<file path="src/rtl/qa_drv_hc_pkg.sv">
// Shared types and message-field positions for the host-channel client exerciser.
// A message's low 32 bits are {count[30:0], last}; the CHECK report packs {err[15:0], msg[15:0]}.
package qa_drv_hc_pkg;

    typedef enum logic [1:0] {
        MODE_NOP      = 2'd0,
        MODE_CHECK    = 2'd1,
        MODE_GENERATE = 2'd2,
        MODE_ECHO     = 2'd3
    } t_qa_hc_exer_mode;

    typedef enum logic [2:0] {
        ST_IDLE     = 3'd0,
        ST_CHECK    = 3'd1,
        ST_REPORT   = 3'd2,
        ST_GENERATE = 3'd3,
        ST_ECHO     = 3'd4
    } t_qa_hc_exer_state;

    localparam int MSG_LAST_BIT  = 0;
    localparam int MSG_COUNT_LSB = 1;
    localparam int MSG_COUNT_MSB = 31;

    localparam int RPT_MSG_LSB = 0;
    localparam int RPT_MSG_MSB = 15;
    localparam int RPT_ERR_LSB = 16;
    localparam int RPT_ERR_MSB = 31;

    function automatic logic [31:0] qa_hc_msg(input logic [30:0] count, input logic last);
        return {count, last};
    endfunction

endpackage

</file>
<file path="src/rtl/qa_drv_hc_seq_checker.sv">
// Sequence checker for a counted down-stream: tracks the expected next count and flags
// per-message errors (sequence break and/or wrong last flag, counted once).
module qa_drv_hc_seq_checker
    import qa_drv_hc_pkg::*;
(
    input  logic        clk,
    input  logic        reset,
    input  logic        i_start,
    input  logic        i_msg_valid,
    input  logic [31:0] i_data,
    output logic        o_err_inc
);

    logic [30:0] r_exp;
    logic        r_first;

    logic [30:0] w_count;
    logic        w_last;
    logic        w_seq_err;
    logic        w_last_err;

    assign w_count = i_data[MSG_COUNT_MSB:MSG_COUNT_LSB];
    assign w_last  = i_data[MSG_LAST_BIT];

    // The first message of a stream only seeds the expectation.
    assign w_seq_err  = !r_first && (w_count != r_exp);
    assign w_last_err = w_last != (w_count == 31'd1);
    assign o_err_inc  = i_msg_valid && (w_seq_err || w_last_err);

    always_ff @(posedge clk) begin
        if (reset || i_start) begin
            r_first <= 1'b1;
            r_exp   <= '0;
        end else if (i_msg_valid) begin
            // Always follow the received count so a single gap costs one error.
            r_first <= 1'b0;
            r_exp   <= w_count - 31'd1;
        end
    end

endmodule

</file>
<file path="src/rtl/qa_drv_hc_client_exerciser.sv">
// Client-side endpoint of the host-channel test path: checks, generates or echoes
// counted message streams through the to-client/from-client FIFOs.
module qa_drv_hc_client_exerciser
    import qa_drv_hc_pkg::*;
#(
    parameter int DATA_WIDTH = 512,
    parameter int ERR_WIDTH  = 16
) (
    input  logic                  clk,
    input  logic                  reset,
    input  logic                  cfg_start,
    input  logic [1:0]            cfg_mode,
    input  logic [30:0]           cfg_count,
    input  logic [DATA_WIDTH-1:0] rx_fifo_data,
    input  logic                  rx_fifo_rdy,
    output logic                  rx_fifo_enable,
    output logic [DATA_WIDTH-1:0] tx_fifo_data,
    input  logic                  tx_fifo_rdy,
    output logic                  tx_fifo_enable,
    output logic                  busy,
    output logic                  done,
    output logic [ERR_WIDTH-1:0]  err_count,
    output logic [31:0]           msg_count,
    output logic [2:0]            dbg_state
);

    // Handshake: a FIFO transfer happens in a cycle where enable is high; enable is
    // only ever raised while the matching rdy is high, so enable alone marks a transfer.

    t_qa_hc_exer_state r_state;
    t_qa_hc_exer_state w_next_state;

    logic [30:0]          r_cnt;
    logic [ERR_WIDTH-1:0] r_err_count;
    logic [31:0]          r_msg_count;
    logic                 r_done;

    logic [31:0] w_rx_word;
    logic [31:0] w_tx_word;
    logic [15:0] w_err_rpt;
    logic        w_unused_rx_hi;
    logic        w_start;
    logic        w_msg_inc;
    logic        w_chk_valid;
    logic        w_err_inc;
    logic        w_gen_push;

    assign w_rx_word      = rx_fifo_data[31:0];
    assign w_unused_rx_hi = ^rx_fifo_data[DATA_WIDTH-1:32];
    assign w_err_rpt      = 16'(r_err_count);

    assign w_start     = (r_state == ST_IDLE) && (w_next_state != ST_IDLE);
    assign w_chk_valid = (r_state == ST_CHECK) && rx_fifo_enable;
    assign w_gen_push  = (r_state == ST_GENERATE) && tx_fifo_enable;

    always_comb begin
        w_next_state   = r_state;
        rx_fifo_enable = 1'b0;
        tx_fifo_enable = 1'b0;
        w_tx_word      = '0;
        w_msg_inc      = 1'b0;
        case (r_state)
            ST_IDLE: begin
                if (cfg_start) begin
                    case (t_qa_hc_exer_mode'(cfg_mode))
                        MODE_CHECK:    w_next_state = ST_CHECK;
                        MODE_GENERATE: w_next_state = ST_GENERATE;
                        MODE_ECHO:     w_next_state = ST_ECHO;
                        default:       w_next_state = ST_IDLE;
                    endcase
                end
            end
            ST_CHECK: begin
                rx_fifo_enable = rx_fifo_rdy;
                w_msg_inc      = rx_fifo_rdy;
                if (rx_fifo_rdy && w_rx_word[MSG_LAST_BIT]) begin
                    w_next_state = ST_REPORT;
                end
            end
            ST_REPORT: begin
                tx_fifo_enable = tx_fifo_rdy;
                w_tx_word[RPT_ERR_MSB:RPT_ERR_LSB] = w_err_rpt;
                w_tx_word[RPT_MSG_MSB:RPT_MSG_LSB] = r_msg_count[15:0];
                if (tx_fifo_rdy) begin
                    w_next_state = ST_IDLE;
                end
            end
            ST_GENERATE: begin
                tx_fifo_enable = tx_fifo_rdy;
                w_msg_inc      = tx_fifo_rdy;
                w_tx_word      = qa_hc_msg(r_cnt, r_cnt == 31'd1);
                if (tx_fifo_rdy && (r_cnt == 31'd1)) begin
                    w_next_state = ST_IDLE;
                end
            end
            ST_ECHO: begin
                rx_fifo_enable = rx_fifo_rdy && tx_fifo_rdy;
                tx_fifo_enable = rx_fifo_rdy && tx_fifo_rdy;
                w_msg_inc      = rx_fifo_rdy && tx_fifo_rdy;
                w_tx_word      = w_rx_word;
                if (rx_fifo_rdy && tx_fifo_rdy && w_rx_word[MSG_LAST_BIT]) begin
                    w_next_state = ST_IDLE;
                end
            end
            default: w_next_state = ST_IDLE;
        endcase
    end

    always_ff @(posedge clk) begin
        if (reset) begin
            r_state     <= ST_IDLE;
            r_cnt       <= '0;
            r_err_count <= '0;
            r_msg_count <= '0;
            r_done      <= 1'b0;
        end else begin
            r_state <= w_next_state;
            r_done  <= (r_state != ST_IDLE) && (w_next_state == ST_IDLE);
            if (w_start) begin
                r_err_count <= '0;
                r_msg_count <= '0;
                r_cnt       <= (cfg_count == 31'd0) ? 31'd1 : cfg_count;
            end else begin
                if (w_msg_inc) begin
                    r_msg_count <= r_msg_count + 32'd1;
                end
                if (w_err_inc && (r_err_count != {ERR_WIDTH{1'b1}})) begin
                    r_err_count <= r_err_count + 1'b1;
                end
                if (w_gen_push) begin
                    r_cnt <= r_cnt - 31'd1;
                end
            end
        end
    end

    qa_drv_hc_seq_checker u_seq_checker (
        .clk         (clk),
        .reset       (reset),
        .i_start     (w_start),
        .i_msg_valid (w_chk_valid),
        .i_data      (w_rx_word),
        .o_err_inc   (w_err_inc)
    );

    assign tx_fifo_data = {{(DATA_WIDTH-32){1'b0}}, w_tx_word};
    assign busy         = (r_state != ST_IDLE);
    assign done         = r_done;
    assign err_count    = r_err_count;
    assign msg_count    = r_msg_count;
    assign dbg_state    = r_state;

endmodule

</file>
<file path="config.mk">
export PLATFORM = sky130hd
export DESIGN_NAME = qa_drv_hc_client_exerciser
export DESIGN_NICKNAME = d
export VERILOG_FILES = /design/src/rtl/qa_drv_hc_pkg.sv /design/src/rtl/qa_drv_hc_seq_checker.sv /design/src/rtl/qa_drv_hc_client_exerciser.sv
export SDC_FILE = /design/constraint.sdc
export NUM_CORES = 1
export LEC_CHECK = 0
export ABC_CLOCK_PERIOD_IN_PS = 3100
export CORE_AREA = 5 5 438 440
export CTS_CLUSTER_DIAMETER = 100
export DETAILED_ROUTE_END_ITERATION = 12
export DIE_AREA = 0 0 443 445
export GPL_TIMING_DRIVEN = 0
export SYNTH_ARGS = -nofsm -noshare
export SYNTH_HDL_FRONTEND = slang
export SYNTH_SLANG_ARGS = --single-unit
</file>
<file path="constraint.sdc">
create_clock -name clk -period 3.1 [get_ports clk]
set_clock_uncertainty 0.1 [all_clocks]
set_input_delay 0.62 -clock clk [delete_from_list [all_inputs] [get_ports clk]]
set_output_delay 0.62 -clock clk [all_outputs]
set_load 0.02 [all_outputs]
</file>
### Yosys cells after proc, flatten, opt, wreduce, memory -nomap -nowiden

Index checks and enable logic that the tools add are counted.

| operators by class | value |
|---|---|
| equality and inequality tests | 12 |
| reductions and logical operators | 22 |
| add/sub/neg operators | 4 |
| mux-type cells | 14 |

Operators with widths:

| operator | number |
|---|---|
| one-hot mux 32 bit (3 select lines) | 1 |
| 2-to-1 mux 31 bit | 3 |
| equality test 31 x 1 -> 1 bit, second input constant | 2 |
| subtractor 31 x 1 -> 31 bit, second input constant | 2 |
| adder 32 x 1 -> 32 bit, second input constant | 1 |
| zero test 31 bit | 1 |
| != test 31 bit | 1 |
| adder 16 x 1 -> 16 bit, second input constant | 1 |
| != test 16 bit, second input constant | 1 |
| 2-to-1 mux 3 bit | 5 |
| one-hot mux 3 bit (5 select lines) | 1 |
| logical AND 1 bit | 11 |
| one-hot mux 3 bit (3 select lines) | 1 |
| equality test 3 x 2 -> 1 bit, second input constant | 2 |
| zero test 3 bit | 2 |
| nonzero test 3 bit | 2 |
| equality test 2 bit, second input constant | 2 |
| one-hot mux 1 bit (2 select lines) | 2 |
| OR reduction 2 bit | 2 |
| equality test 3 x 1 -> 1 bit, second input constant | 1 |
| equality test 3 bit, second input constant | 1 |
| one-hot mux 1 bit (3 select lines) | 1 |
| equality test 2 x 1 -> 1 bit, second input constant | 1 |
| logical OR 1 bit | 2 |
| other kinds (3) | 3 |

| storage, ports and cells | value |
|---|---|
| word-level logic and storage cells | 59 |
| input port bits | 550 |
| output and inout bits | 567 |
| flip-flop bits (word level) | 115 |

### Logic depth before layout (Yosys ltp)

| depth | value |
|---|---|
| depth in word-level cells | 7 |
| mapped depth | 11 |
| depth with buffers taken out | 9 |

### Cells and area by module

Synthesis repeated with hierarchy kept, for this count alone.

| unflattened totals | value |
|---|---|
| cell total of the unflattened synthesis | 1349 |
| area total of the unflattened synthesis | 10501.3 um^2 |

By module, submodules not included:

| module | instances | area an instance (um^2) | cells each | sequential area each (um^2) |
|---|---|---|---|---|
| qa_drv_hc_client_exerciser | 1 | 8549.4 | 1113 | 1661.6 |
| qa_drv_hc_seq_checker | 1 | 1951.9 | 236 | 640.6 |

### Least setup slack after synthesis

No wires, ideal clock.

| path | value |
|---|---|
| kind | input to register |
| start | input port rx_fifo_data[15] |
| end | register r_err_count[13] (netlist: err_count[13]) |
| setup slack | -0.204 ns |
| required time | 2.930 ns |
| arrival | 3.133 ns |
| setup time | 0.070 ns |
| cell stages on the path | 9 |
| path buffers | 2 |
| cell sequence | clkbuf_1 -> or4_4 -> or4b_4 -> nor4_4 -> xnor2_1 -> a211o_1 -> buf_2 -> or4_1 -> a21oi_1 |

| on the way | value |
|---|---|
| longest elaborated chain between the ends | 5 |
| elaborated cells between the ends (all ways) | 7 |
| those cells by class | 3 x eq/ne; 4 x reduce/logical |

RTL lines:

| item | line | source |
|---|---|---|
| start, declared | qa_drv_hc_client_exerciser.sv:14 | `input logic [DATA_WIDTH-1:0] rx_fifo_data,` |
| equality test 31 x 1 -> 1 bit or != test 31 bit (tied branches) | qa_drv_hc_seq_checker.sv:27, qa_drv_hc_seq_checker.sv:26 |  |
| != test 1 bit or logical AND 1 bit (tied branches) | qa_drv_hc_seq_checker.sv:27, qa_drv_hc_seq_checker.sv:26 |  |
| logical OR 1 bit * | qa_drv_hc_seq_checker.sv:28 | `assign o_err_inc = i_msg_valid && (w_seq_err \|\| w_last_err);` |
| logical AND 1 bit * | qa_drv_hc_seq_checker.sv:28 |  |
| logical AND 1 bit * | qa_drv_hc_client_exerciser.sv:127 | `if (w_err_inc && (r_err_count != {ERR_WIDTH{1'b1}})) begin` |
| end signal, assigned | qa_drv_hc_client_exerciser.sv:128 | `r_err_count <= r_err_count + 1'b1;` |
| end, declared | qa_drv_hc_client_exerciser.sv:34 | `logic [ERR_WIDTH-1:0] r_err_count;` |

Every way passes the cells marked *; elsewhere a longest branch is shown, timed or not.
A chain may end at the register's enable or synchronous reset.

### Worst setup path after layout

| path | value |
|---|---|
| start | register r_cnt[21] |
| end | output port tx_fifo_data[0] |

| on the way | value |
|---|---|
| longest elaborated chain between the ends | 2 |

RTL lines:

| item | line | source |
|---|---|---|
| start, declared | qa_drv_hc_client_exerciser.sv:33 | `logic [30:0] r_cnt;` |
| start signal, assigned | qa_drv_hc_client_exerciser.sv:122 | `r_cnt <= (cfg_count == 31'd0) ? 31'd1 : cfg_count;` |
| start signal, assigned | qa_drv_hc_client_exerciser.sv:131 | `r_cnt <= r_cnt - 31'd1;` |
| equality test 31 x 1 -> 1 bit | qa_drv_hc_client_exerciser.sv:91 | `w_tx_word = qa_hc_msg(r_cnt, r_cnt == 31'd1);` |
| one-hot mux 32 bit (3 select lines) | qa_drv_hc_client_exerciser.sv:62 | `case (r_state)` |
| end, declared | qa_drv_hc_client_exerciser.sv:17 | `output logic [DATA_WIDTH-1:0] tx_fifo_data,` |

Every way passes these cells.

==> impl_metrics.yaml <==
die:
  rows: 159
  boundaryPins: 1117
  die-area_mm2: 0.197
  die_w_um: 443
  initial_core_util_pct: 5.55
  dieHeight_um: 445
  core-area_mm2: 0.187
clocking:
  cts_tree: "done"
  root_buffer: "clkbuf_16"
  cts_inserted_buffers: 17
  clock_latency_ns: 0.45
  cts_max_path_buffers: 2
  cts_htree_levels: 4
  path_clk_slew_ns: 0.06
  clkSinkCount: 115
  ctsHoldBuffers: 0
placement:
  dp.cells: 4462
  dp_slack_ns: -1.60
  port_buffers: 147
  dp_hpwl_um: 49700
  gp_congestion: 0.887
power_and_ir_drop:
  p_leak_nw: 7.47
  vdd_drop_max_mv: 0.355
  finalPower_mw: 5.91
  powerDensity_mw_per_mm2: 332
timing:
  period_share_pct: 106
  max_freq_ghz: 0.305
  rsz0062_at_grt: "yes"
  min_period_ns: 3.28
  relSlewSlack_pct: 50.6
  setup_viol: 1
  hold_violations: 0
  fin_ws_ns: -0.175
  drv_slew: 0
  finalSetupTns_ns: -0.175
  tightest_slew_ns: 0.741
detailed_routing:
  drc_errors: 0
  wl_per_cell_um: 12.5
  drt_iter0_markers: 751
  vias: 10200
  first_pass_iters: 5
  vias_per_cell: 2.27
  drt_wl_total_um: 56300
  drtAntennaViolNets: 0
critical_path:
  reg2reg_from: "r_cnt[8]"
  cp_common_cell: "or4_4"
  cp_slowest_cell: "or4_4"
  endpoint_kind: "output port"
  crit_type: "flip-flop to output port"
  cp_slowest_stage_delay_ns: 0.55
  path_cells: "or4_4 -> or4_4 -> nor3_4 -> mux2i_1 -> o21ai_1 -> buf_4"
  crit_path_start: "r_cnt[21]"
  ff2ff_setup_slack_ns: 0.12
  reg2reg_to: "r_cnt[28]"
  endpoint: "tx_fifo_data[0]"
  cp_max_fo: 6
  cp-start-kind: "flip-flop"
  cp.required_ns: 2.38
  reg2reg_depth: 9
  cp.arrival_ns: 2.56
logic_synthesis:
  postSynth.asyncResetShare_pct: 0
  seq_area_frac_synth_pct: 22.1
  synth_top_cell_by_area: "buf_4"
  ys_types: 51
  netlist_area_mm2: 0.0104
  yosysWarningCount: 0
  ys.flop_type: "dfxtp_1"
  synth_edf_count: 0
  synth.area.top_cells: "buf_4 35%, dfxtp_1 22%, xnor2_1 5.2%"
  synthCells: 1341
  synth-seq-cells: 115
  synth_area_per_cell_um2: 7.75
  yosysTopAreaCellShare_pct: 34.7
status:
  violations: "setup timing"
  outcome: "complete, but fails checks"
grt:
  grt-ovfl-total: 0
  grtUsageTotal_pct: 5.26
  grt_pass1_vias: 9501
  grt_max_degree: 17
  grt_pass1_wl_um: 72500
  grt_antenna_before_repair: 34
layout:
  final_core_util_pct: 9.50
  area_delta_synth_final_pct: 71.0
  final_common_cell: "buf_4"
  layoutNonFillerInstCount: 4511
  drive_gt1_share_pct: 31.5
  fillCellCount: 21700
  final_cell_mix: "502 x buf_4, 480 x conb_1, 107 x nor2_1"
  nets: 2557
flow_run:
  drv_cap: 0
hold_path:
  hp-class: "flip-flop to flip-flop"
through the flow:
| step | area [µm²] | hold slack [ns] |
|---|---|---|
| 3_5_place_dp | 16800 | 0.369 |
| 3_3_place_gp | 16800 | 0.367 |
| 4_1_cts | 17600 | 0.383 |
| 6_report | 17800 | 0.395 |
| 2_1_floorplan | 12200 | 0.329 |
| 5_1_grt | 17800 | 0.415 |
routing by layer:
| layer | share of wire [%] | GRT usage (%) |
|---|---|---|
| met1 | 27 | 4.13 |
| met2 | 61 | 11.6 |
| met3 | 7.2 | 1.14 |
| met4 | 4.6 | 2.61 |
| met5 | 0 | 0 |
state kept, by name, indices dropped and copies added, names as in the netlist:
| name | flops |
|---|---|
| dbg_state | 3 |
| done | 1 |
| err_count | 16 |
| msg_count | 32 |
| r_cnt | 31 |
| u_seq_checker.r_exp | 31 |
| u_seq_checker.r_first | 1 |
cell type report:
class	instances	area [µm²]	share of cell area, %
clock inverter	14	156	0.880
timing repair buffer	165	1570	8.82
antenna	5	12.5	0.0704
multi-input combinational	1157	6230	35.0
buffer	532	3890	21.9
inverter	11	43.8	0.246
sequential	115	2330	13.1
tap	2495	3120	17.6
clock buffer	17	425	2.39
where the power goes:
part	total, mW	internal (mW)	switching [mW]
registers	1.75	1.58	0.169
logic	2.13	0.830	1.30
clock network	2.02	1.19	0.832
total	5.91	3.60	2.31
critical path: cells and delay by family, from the launching register on:
kind | cells | cell delay [ns]
multiplexers | 1 | 0.10
AO/OA/AOI/OAI | 1 | 0.17
flip-flops | 1 | 0.36
buffers and inverters | 1 | 0.18
AND/OR/NAND/NOR | 3 | 1.31
synth_stat cells (26+ instances only):
master	n
dfxtp_1	115
nand2_1	70
a211oi_1	46
buf_4	480
xnor2_1	62
a21oi_1	37
nor2_1	110
clkbuf_1	52
nand3_1	26
nor4_1	26
xor2_1	39
mux2i_1	34
o21ai_0	59
worst min path at each step:
stage / from / endpoint / slack [ns] / depth (start not counted)
finish: u_seq_checker.r_first / u_seq_checker.r_first / 0.39 / 1
global route: u_seq_checker.r_first / u_seq_checker.r_first / 0.41 / 1
CTS: u_seq_checker.r_first / u_seq_checker.r_first / 0.38 / 1
detailed placement: u_seq_checker.r_first / u_seq_checker.r_first / 0.37 / 1
global placement: u_seq_checker.r_first / u_seq_checker.r_first / 0.37 / 1
floorplan: u_seq_checker.r_first / u_seq_checker.r_first / 0.33 / 1
kinds of logic (layout without fill, tap and decap cells):
logic type | count (synthesis) | in the layout | share of synthesized area (%)
buffers and inverters | 548 | 739 | 37.1
and+or+nand+nor | 361 | 361 | 17.6
AOI/OAI and AO/OA | 172 | 172 | 10.3
DFF | 115 | 115 | 22.1
xor gates and xnor gates | 101 | 101 | 8.51
muxes | 35 | 35 | 3.38
adders and majority gates | 8 | 8 | 0.963
other | 1 | 485 | 0.0361
what timing repair did:
| item | in CTS | in global routing |
|---|---|---|
| pin swaps | 4 | 13 |
| gates resized for setup | 174 | 82 |
| cloned | 0 | 1 |
| setup endpoints to repair | 124 | 105 |
| setup buffers | 7 | 10 |
(Power assumes the default switching activity.)
